**config.mk**
```make
export PLATFORM = sky130hd
export DESIGN_NAME = rtc_bus_sequencer
export DESIGN_NICKNAME = d
export VERILOG_FILES = /design/src/rtl/rtc_pkg.sv /design/src/rtl/phase_timer.sv /design/src/rtl/rtc_bus_sequencer.sv
export SDC_FILE = /design/constraint.sdc
export NUM_CORES = 1
export LEC_CHECK = 0
export CAP_MARGIN = 20
export CORE_UTILIZATION = 50
export CTS_CLUSTER_SIZE = 10
export DETAILED_ROUTE_END_ITERATION = 10
export PLACE_DENSITY = 0.86
export REMOVE_ABC_BUFFERS = 1
export SLEW_MARGIN = 20
export SYNTH_ARGS = -nofsm -noshare
export SYNTH_HDL_FRONTEND = slang
export SYNTH_HIERARCHICAL = 1
export SYNTH_SLANG_ARGS = --single-unit
```
**constraint.sdc**
```tcl
create_clock -name clk -period 2.8 [get_ports clk]
set_clock_uncertainty 0.05 [all_clocks]
set_input_delay 0.28 -clock clk [delete_from_list [all_inputs] [get_ports clk]]
set_output_delay 0.28 -clock clk [all_outputs]
set_load 0.01 [all_outputs]
```
**src/rtl/rtc_pkg.sv**
```systemverilog
// rtc_pkg: shared FSM encoding, default parameters and RTC register map.
package rtc_pkg;
  localparam int DATA_W_DEF    = 8;
  localparam int MAX_BURST_DEF = 16;
  localparam int T_PHASE_DEF   = 4;
  localparam logic [2:0] S_IDLE      = 3'd0;
  localparam logic [2:0] S_ADDR      = 3'd1;
  localparam logic [2:0] S_ADDR_HOLD = 3'd2;
  localparam logic [2:0] S_DATA      = 3'd3;
  localparam logic [2:0] S_DATA_HOLD = 3'd4;
  localparam logic [7:0] RTC_SECONDS  = 8'h00;
  localparam logic [7:0] RTC_MINUTES  = 8'h02;
  localparam logic [7:0] RTC_HOURS    = 8'h04;
  localparam logic [7:0] RTC_WEEKDAY  = 8'h06;
  localparam logic [7:0] RTC_DAY      = 8'h07;
  localparam logic [7:0] RTC_MONTH    = 8'h08;
  localparam logic [7:0] RTC_YEAR     = 8'h09;
  localparam logic [7:0] RTC_TIMER_LO = 8'h0A;
  localparam logic [7:0] RTC_TIMER_HI = 8'h0B;
endpackage

```
**src/rtl/phase_timer.sv**
```systemverilog
// phase_timer: down-counter reloaded with T_PHASE-1, flags the last cycle of each bus phase.
module phase_timer #(
  parameter int T_PHASE = 4
) (
  input  logic clk,
  input  logic reset,
  input  logic run,
  output logic phase_end
);
  localparam logic [7:0] RELOAD = 8'(T_PHASE - 1);
  logic [7:0] cnt_q, cnt_d;
  assign phase_end = run && (cnt_q == 8'd0);
  always_comb cnt_d = (!run || cnt_q == 8'd0) ? RELOAD : cnt_q - 8'd1;
  always_ff @(posedge clk or negedge reset)
    if (!reset) cnt_q <= RELOAD;
    else cnt_q <= cnt_d;
endmodule

```
**src/rtl/rtc_bus_sequencer.sv**
```systemverilog
// rtc_bus_sequencer: multiplexed address/data RTC bus master running read or write bursts.
module rtc_bus_sequencer
  import rtc_pkg::*;
#(
  parameter int DATA_W    = DATA_W_DEF,
  parameter int MAX_BURST = MAX_BURST_DEF,
  parameter int T_PHASE   = T_PHASE_DEF
) (
  input  logic                           clk,
  input  logic                           reset,
  input  logic                           start,
  input  logic                           op,
  input  logic [DATA_W-1:0]              base_addr,
  input  logic [$clog2(MAX_BURST+1)-1:0] count,
  input  logic [DATA_W-1:0]              wdata,
  input  logic [DATA_W-1:0]              dato_in,
  output logic [DATA_W-1:0]              dato_out,
  output logic                           dato_oe,
  output logic                           a_d,
  output logic                           cs,
  output logic                           rd,
  output logic                           wr,
  output logic                           wdata_req,
  output logic [DATA_W-1:0]              rdata,
  output logic                           rdata_valid,
  output logic [$clog2(MAX_BURST)-1:0]   word_idx,
  output logic                           busy,
  output logic                           done
);
  localparam int CW = $clog2(MAX_BURST + 1);
  localparam int IW = $clog2(MAX_BURST);
  logic [2:0]        state_q, state_d;
  logic              op_q, op_d;
  logic [DATA_W-1:0] addr_q, addr_d;
  logic [CW-1:0]     cnt_q, cnt_d;
  logic [IW-1:0]     idx_q, idx_d;
  logic [DATA_W-1:0] wword_q, wword_d;
  logic              first_q, first_d;
  logic [DATA_W-1:0] rdata_q, rdata_d;
  logic              rvalid_q, rvalid_d;
  logic              done_q, done_d;
  logic              phase_end, count_ok, last_word, addr_ph, data_ph, cap;
  phase_timer #(.T_PHASE(T_PHASE)) u_timer (
    .clk      (clk),
    .reset    (reset),
    .run      (busy),
    .phase_end(phase_end)
  );
  assign busy      = state_q != S_IDLE;
  assign count_ok  = (count != '0) && (32'(count) <= MAX_BURST);
  assign last_word = (32'(idx_q) + 1) == 32'(cnt_q);
  assign addr_ph   = (state_q == S_ADDR) || (state_q == S_ADDR_HOLD);
  assign data_ph   = (state_q == S_DATA) || (state_q == S_DATA_HOLD);
  assign cap       = (state_q == S_DATA) && phase_end && !op_q;
  always_comb begin
    state_d  = state_q;
    op_d     = op_q;
    addr_d   = addr_q;
    cnt_d    = cnt_q;
    idx_d    = idx_q;
    wword_d  = first_q ? wdata : wword_q;
    first_d  = wdata_req;
    rdata_d  = cap ? dato_in : rdata_q;
    rvalid_d = cap;
    done_d   = 1'b0;
    if (state_q == S_IDLE) begin
      if (start && count_ok) begin
        state_d = S_ADDR;
        op_d    = op;
        addr_d  = base_addr;
        cnt_d   = count;
        idx_d   = '0;
      end
      done_d = start && !count_ok;
    end else if (phase_end) begin
      state_d = (state_q == S_ADDR) ? S_ADDR_HOLD :
                (state_q == S_ADDR_HOLD) ? S_DATA :
                (state_q == S_DATA) ? S_DATA_HOLD :
                last_word ? S_IDLE : S_ADDR;
      if (state_q == S_DATA_HOLD && !last_word) begin
        addr_d = addr_q + DATA_W'(1);
        idx_d  = idx_q + IW'(1);
      end
      done_d = (state_q == S_DATA_HOLD) && last_word;
    end
  end
  always_ff @(posedge clk or negedge reset)
    if (!reset) begin
      state_q  <= S_IDLE;
      op_q     <= 1'b0;
      addr_q   <= '0;
      cnt_q    <= '0;
      idx_q    <= '0;
      wword_q  <= '0;
      first_q  <= 1'b0;
      rdata_q  <= '0;
      rvalid_q <= 1'b0;
      done_q   <= 1'b0;
    end else begin
      state_q  <= state_d;
      op_q     <= op_d;
      addr_q   <= addr_d;
      cnt_q    <= cnt_d;
      idx_q    <= idx_d;
      wword_q  <= wword_d;
      first_q  <= first_d;
      rdata_q  <= rdata_d;
      rvalid_q <= rvalid_d;
      done_q   <= done_d;
    end
  // The first DATA cycle forwards wdata directly since the word is only latched at its end.
  assign wdata_req   = (state_q == S_ADDR_HOLD) && phase_end && op_q;
  assign a_d         = state_q != S_ADDR;
  assign cs          = !((state_q == S_ADDR) || (state_q == S_DATA));
  assign rd          = !((state_q == S_DATA) && !op_q);
  assign wr          = !((state_q == S_ADDR) || ((state_q == S_DATA) && op_q));
  assign dato_oe     = addr_ph || (data_ph && op_q);
  assign dato_out    = addr_ph ? addr_q : (data_ph && op_q) ? (first_q ? wdata : wword_q) : '0;
  assign rdata       = rdata_q;
  assign rdata_valid = rvalid_q;
  assign word_idx    = idx_q;
  assign done        = done_q;
endmodule
```
==> results.sh, run 1 <==
export IMPL_outcome="finished, final reports clean"
export IMPL_holdCritPathClass="reg -> reg"
export IMPL_vias=2178
export IMPL_drive_gt1_share_pct=15.06
export IMPL_cp_cell_sequence="nor2b_1, o21ba_2, nand2_1, nand2_1, clkdlybuf4s50_1"
export IMPL_startpoint_type="flip-flop"
export IMPL_cp_data_arrival_time_ps=2150
export IMPL_synth_seq_area_share_pct=46.03
export IMPL_critPathMaxFanout=10
export IMPL_dp_final_hpwl_um=4245
export IMPL_wire_per_inst_um=14.65
export IMPL_fin_util_pct=70.46
export IMPL_grt_first_pass_wirelength_um=9335
export IMPL_cts_made_buffers=5
export IMPL_synth_edf_count=0
export IMPL_synthAdderAreaFrac_pct=1.914
export IMPL_rsz0062_at_grt="no"
export IMPL_power_density_mw_per_mm2=389.5
export IMPL_postCtsSetupRepairBufs=0
export IMPL_die_w_um=74.32
export IMPL_drt_iter0_markers=132
export IMPL_slew_headroom_pct=59.99
export IMPL_synth_ff_latch_count=48
export IMPL_port_buffers=61
export IMPL_ys_async_sr_fraction_pct=100.0
export IMPL_clk_pin_slew_ps=100
export IMPL_ys_warn_count=6
export IMPL_wl_um=5847
export IMPL_synth_mux_area_share_pct=10.91
export IMPL_dieArea_sq_mm=0.005523
export IMPL_synth_xor_area_share_pct=3.349
export IMPL_globalplace_congestion=0.8361
export IMPL_start_util_pct=53.59
export IMPL_cp_common_cell="nand2_1"
export IMPL_peakVddDrop_mv=0.3666
export IMPL_synthSimpleGateAreaFrac_pct=20.86
export IMPL_clock_sinks=48
export IMPL_fin_setup_tns_ps=0
export IMPL_grt_start_max_net_pins=49
export IMPL_ys_flop_type="dfrtp_1"
export IMPL_cts_tree="yes"
export IMPL_dpl_worst_slack_ps=199.1
export IMPL_netlist_area_sq_mm=0.002615
export IMPL_cp_required_ps=2470
export IMPL_drc=0
export IMPL_setup_viol=0
export IMPL_worst_pin_slew_ps=600.2
export IMPL_crit_slowest_cell="dfrtp_1"
export IMPL_firstDrtPassIters=4
export IMPL_nFillCells=371
export IMPL_core_region_area_sq_mm=0.004880
export IMPL_antenna_found_initial=0
export IMPL_worstSetupPathType="reg -> out"
export IMPL_power_leakage_uw=0.001562
export IMPL_worst_path_buf_inv=1
export IMPL_fp_row_count=25
export IMPL_cts_htree_levels=2
export IMPL_clockRootBuffer="clkbuf_8"
export IMPL_track_usage_pct=22.70
export IMPL_synth_cells=268
export IMPL_vias_per_cell=5.459
export IMPL_synth_top_family_by_area="simple AND/OR/NAND/NOR gates"
export IMPL_final_nets=368
export IMPL_final_cell_mix="clkdlybuf4s50_1 (59), nand2_1 (54), dfrtp_1 (46), mux2_2 (16)"
export IMPL_fmax_mhz=403.1
export IMPL_syn_area_per_cell_sq_um=9.757
export IMPL_cts_buffer_depth=2
export IMPL_max_stage_delay_ps=540
export IMPL_num_io_pins=62
export IMPL_area_delta_synth_final_pct=31.48
export IMPL_final_common_cell="clkdlybuf4s50_1"
export IMPL_layout_setup_ws_ps=319.4
export IMPL_die_h_um=74.32
export IMPL_drtAntennaViolNets=0
export IMPL_cp_end_kind="output port"
export IMPL_synth_compound_area_share_pct=13.54
export IMPL_first_global_vias=2059
export IMPL_antenna_cells=0
export IMPL_drv_slew=0
export IMPL_post_synth_num_cell_types=51
export IMPL_cp_top_family="flip-flops"
export IMPL_period_needed_ps=2481
export IMPL_hold_viol_final=0
export IMPL_cap_violations=0
export IMPL_fin_crit_sh_pct=88.59
export IMPL_insertion_delay_ps=310
export IMPL_grt_overflow_total=0
[metrics by stage]
stage / power [uW] / std cells / hold slack (ps) / cell area [sq um]
2_1_floorplan: 737.7 / 256 / -65.59 / 2556
4_1_cts: 1355 / 398 / 130.3 / 3423
3_3_place_gp: 814.7 / 390 / 389.0 / 3291
6_report: 1339 / 399 / 420.2 / 3438
3_5_place_dp: 817.4 / 390 / 398.0 / 3291
5_1_grt: 1385 / 399 / 429.5 / 3438
[where the power goes]
part           switching, uW  internal [uW]
sequential              5.57            701
clock                    244            292
combinational           33.8           63.3
total                    283           1060
[per-layer routing]
metal	vias to the layer above	wire length [um]	global-route usage, %
met1	1047	2589	29.56
met2	67	2859	36.87
met4	0	116	9.853
met3	9	281	4.743
met5	-	0	0
li1	1055	-	-
[area by class of cell]
cell class	instances	area, sq um	area share [%]
Clock inverter	2	38.79	1.128
Timing Repair Buffer	68	665.6	19.36
Multi-Input combinational cell	200	1334	38.79
Inverter	8	30.03	0.8734
Clock buffer	6	82.58	2.402
Sequential cell	48	1204	35.01
Tap cell	67	83.83	2.438
[cells in the mapped netlist, types with 2 or more instances]
library cell | number | area share [%]
a211o_1 | 2 | 0.67
a211oi_1 | 7 | 2.0
a21oi_1 | 10 | 1.9
and3_1 | 4 | 0.96
buf_2 | 5 | 0.96
clkbuf_1 | 6 | 0.86
dfrtp_1 | 46 | 44
dfstp_2 | 2 | 2.0
ha_1 | 4 | 1.9
inv_1 | 8 | 1.1
mux2_2 | 16 | 6.9
mux2_4 | 3 | 1.7
mux2i_1 | 6 | 2.3
nand2_1 | 54 | 7.8
nand2b_1 | 12 | 2.9
nand3_1 | 8 | 1.5
nand3b_1 | 2 | 0.57
nor2_1 | 12 | 1.7
nor2b_1 | 3 | 0.72
nor3_1 | 5 | 0.96
nor4_1 | 2 | 0.48
o211ai_1 | 3 | 0.86
o21ai_0 | 10 | 1.9
o22ai_1 | 3 | 0.72
xnor2_1 | 5 | 1.7
xor2_1 | 5 | 1.7
[logic make-up after synthesis]
group / Yosys count
mux: 25
simple gates: 111
buf+inv: 20
compound gates: 50
flops: 48
xor+xnor: 10
fa+ha+maj: 4
[repair_timing]
item | CTS | global route
hold buffers | 0 | 1
resized for setup | 2 | 2
hold endpoints to repair | 0 | 46
endpoints found under the setup margin | 1 | 8
[final timing paths]
path | slack (ps) | endpoint | from | cells past startpoint
min | 420 | u_timer/cnt_q[0] | u_timer/cnt_q[0] | 1
min reg2reg | 420 | u_timer/cnt_q[0] | u_timer/cnt_q[0] | 1
max | 320 | dato_out[1] | state_q[0] | 5
max in group asynchronous | 1820 | wword_q[1] | reset | 2
max reg2reg | 580 | addr_q[7] | u_timer/cnt_q[3] | 7
min in group asynchronous | 460 | addr_q[5] | reset | 2
[state kept, by name (all words and copies together), names as in the netlist]
register,flops
op_q,1
rdata_valid,1
u_timer/cnt_q,8
word_idx,4
state_q,3
done,1
first_q,1
addr_q,8
wword_q,8
cnt_q,5
rdata,8
[worst register-to-register path, cell delays in order (launching register included)]
cell and delay, ps:
dfrtp_1 430, nor4_1 310, buf_4 170, and3_1 170
buf_4 160, nand2_1 120, o21ai_4 340, mux2_4 340
Note: power is estimated with default switching activity, not from simulation.
==> run 2, diff against run 1 <==
--- a/config.mk
+++ b/config.mk
@@ -7,6 +7,7 @@
 export LEC_CHECK = 0
 export CAP_MARGIN = 20
 export CORE_UTILIZATION = 50
+export CTS_BUF_LIST = sky130_fd_sc_hd__clkbuf_4 sky130_fd_sc_hd__clkbuf_8
 export CTS_CLUSTER_SIZE = 10
 export DETAILED_ROUTE_END_ITERATION = 10
 export PLACE_DENSITY = 0.86
==> results of run 2 <==
Final layout, timing and power as in run 1 (identical DEF).
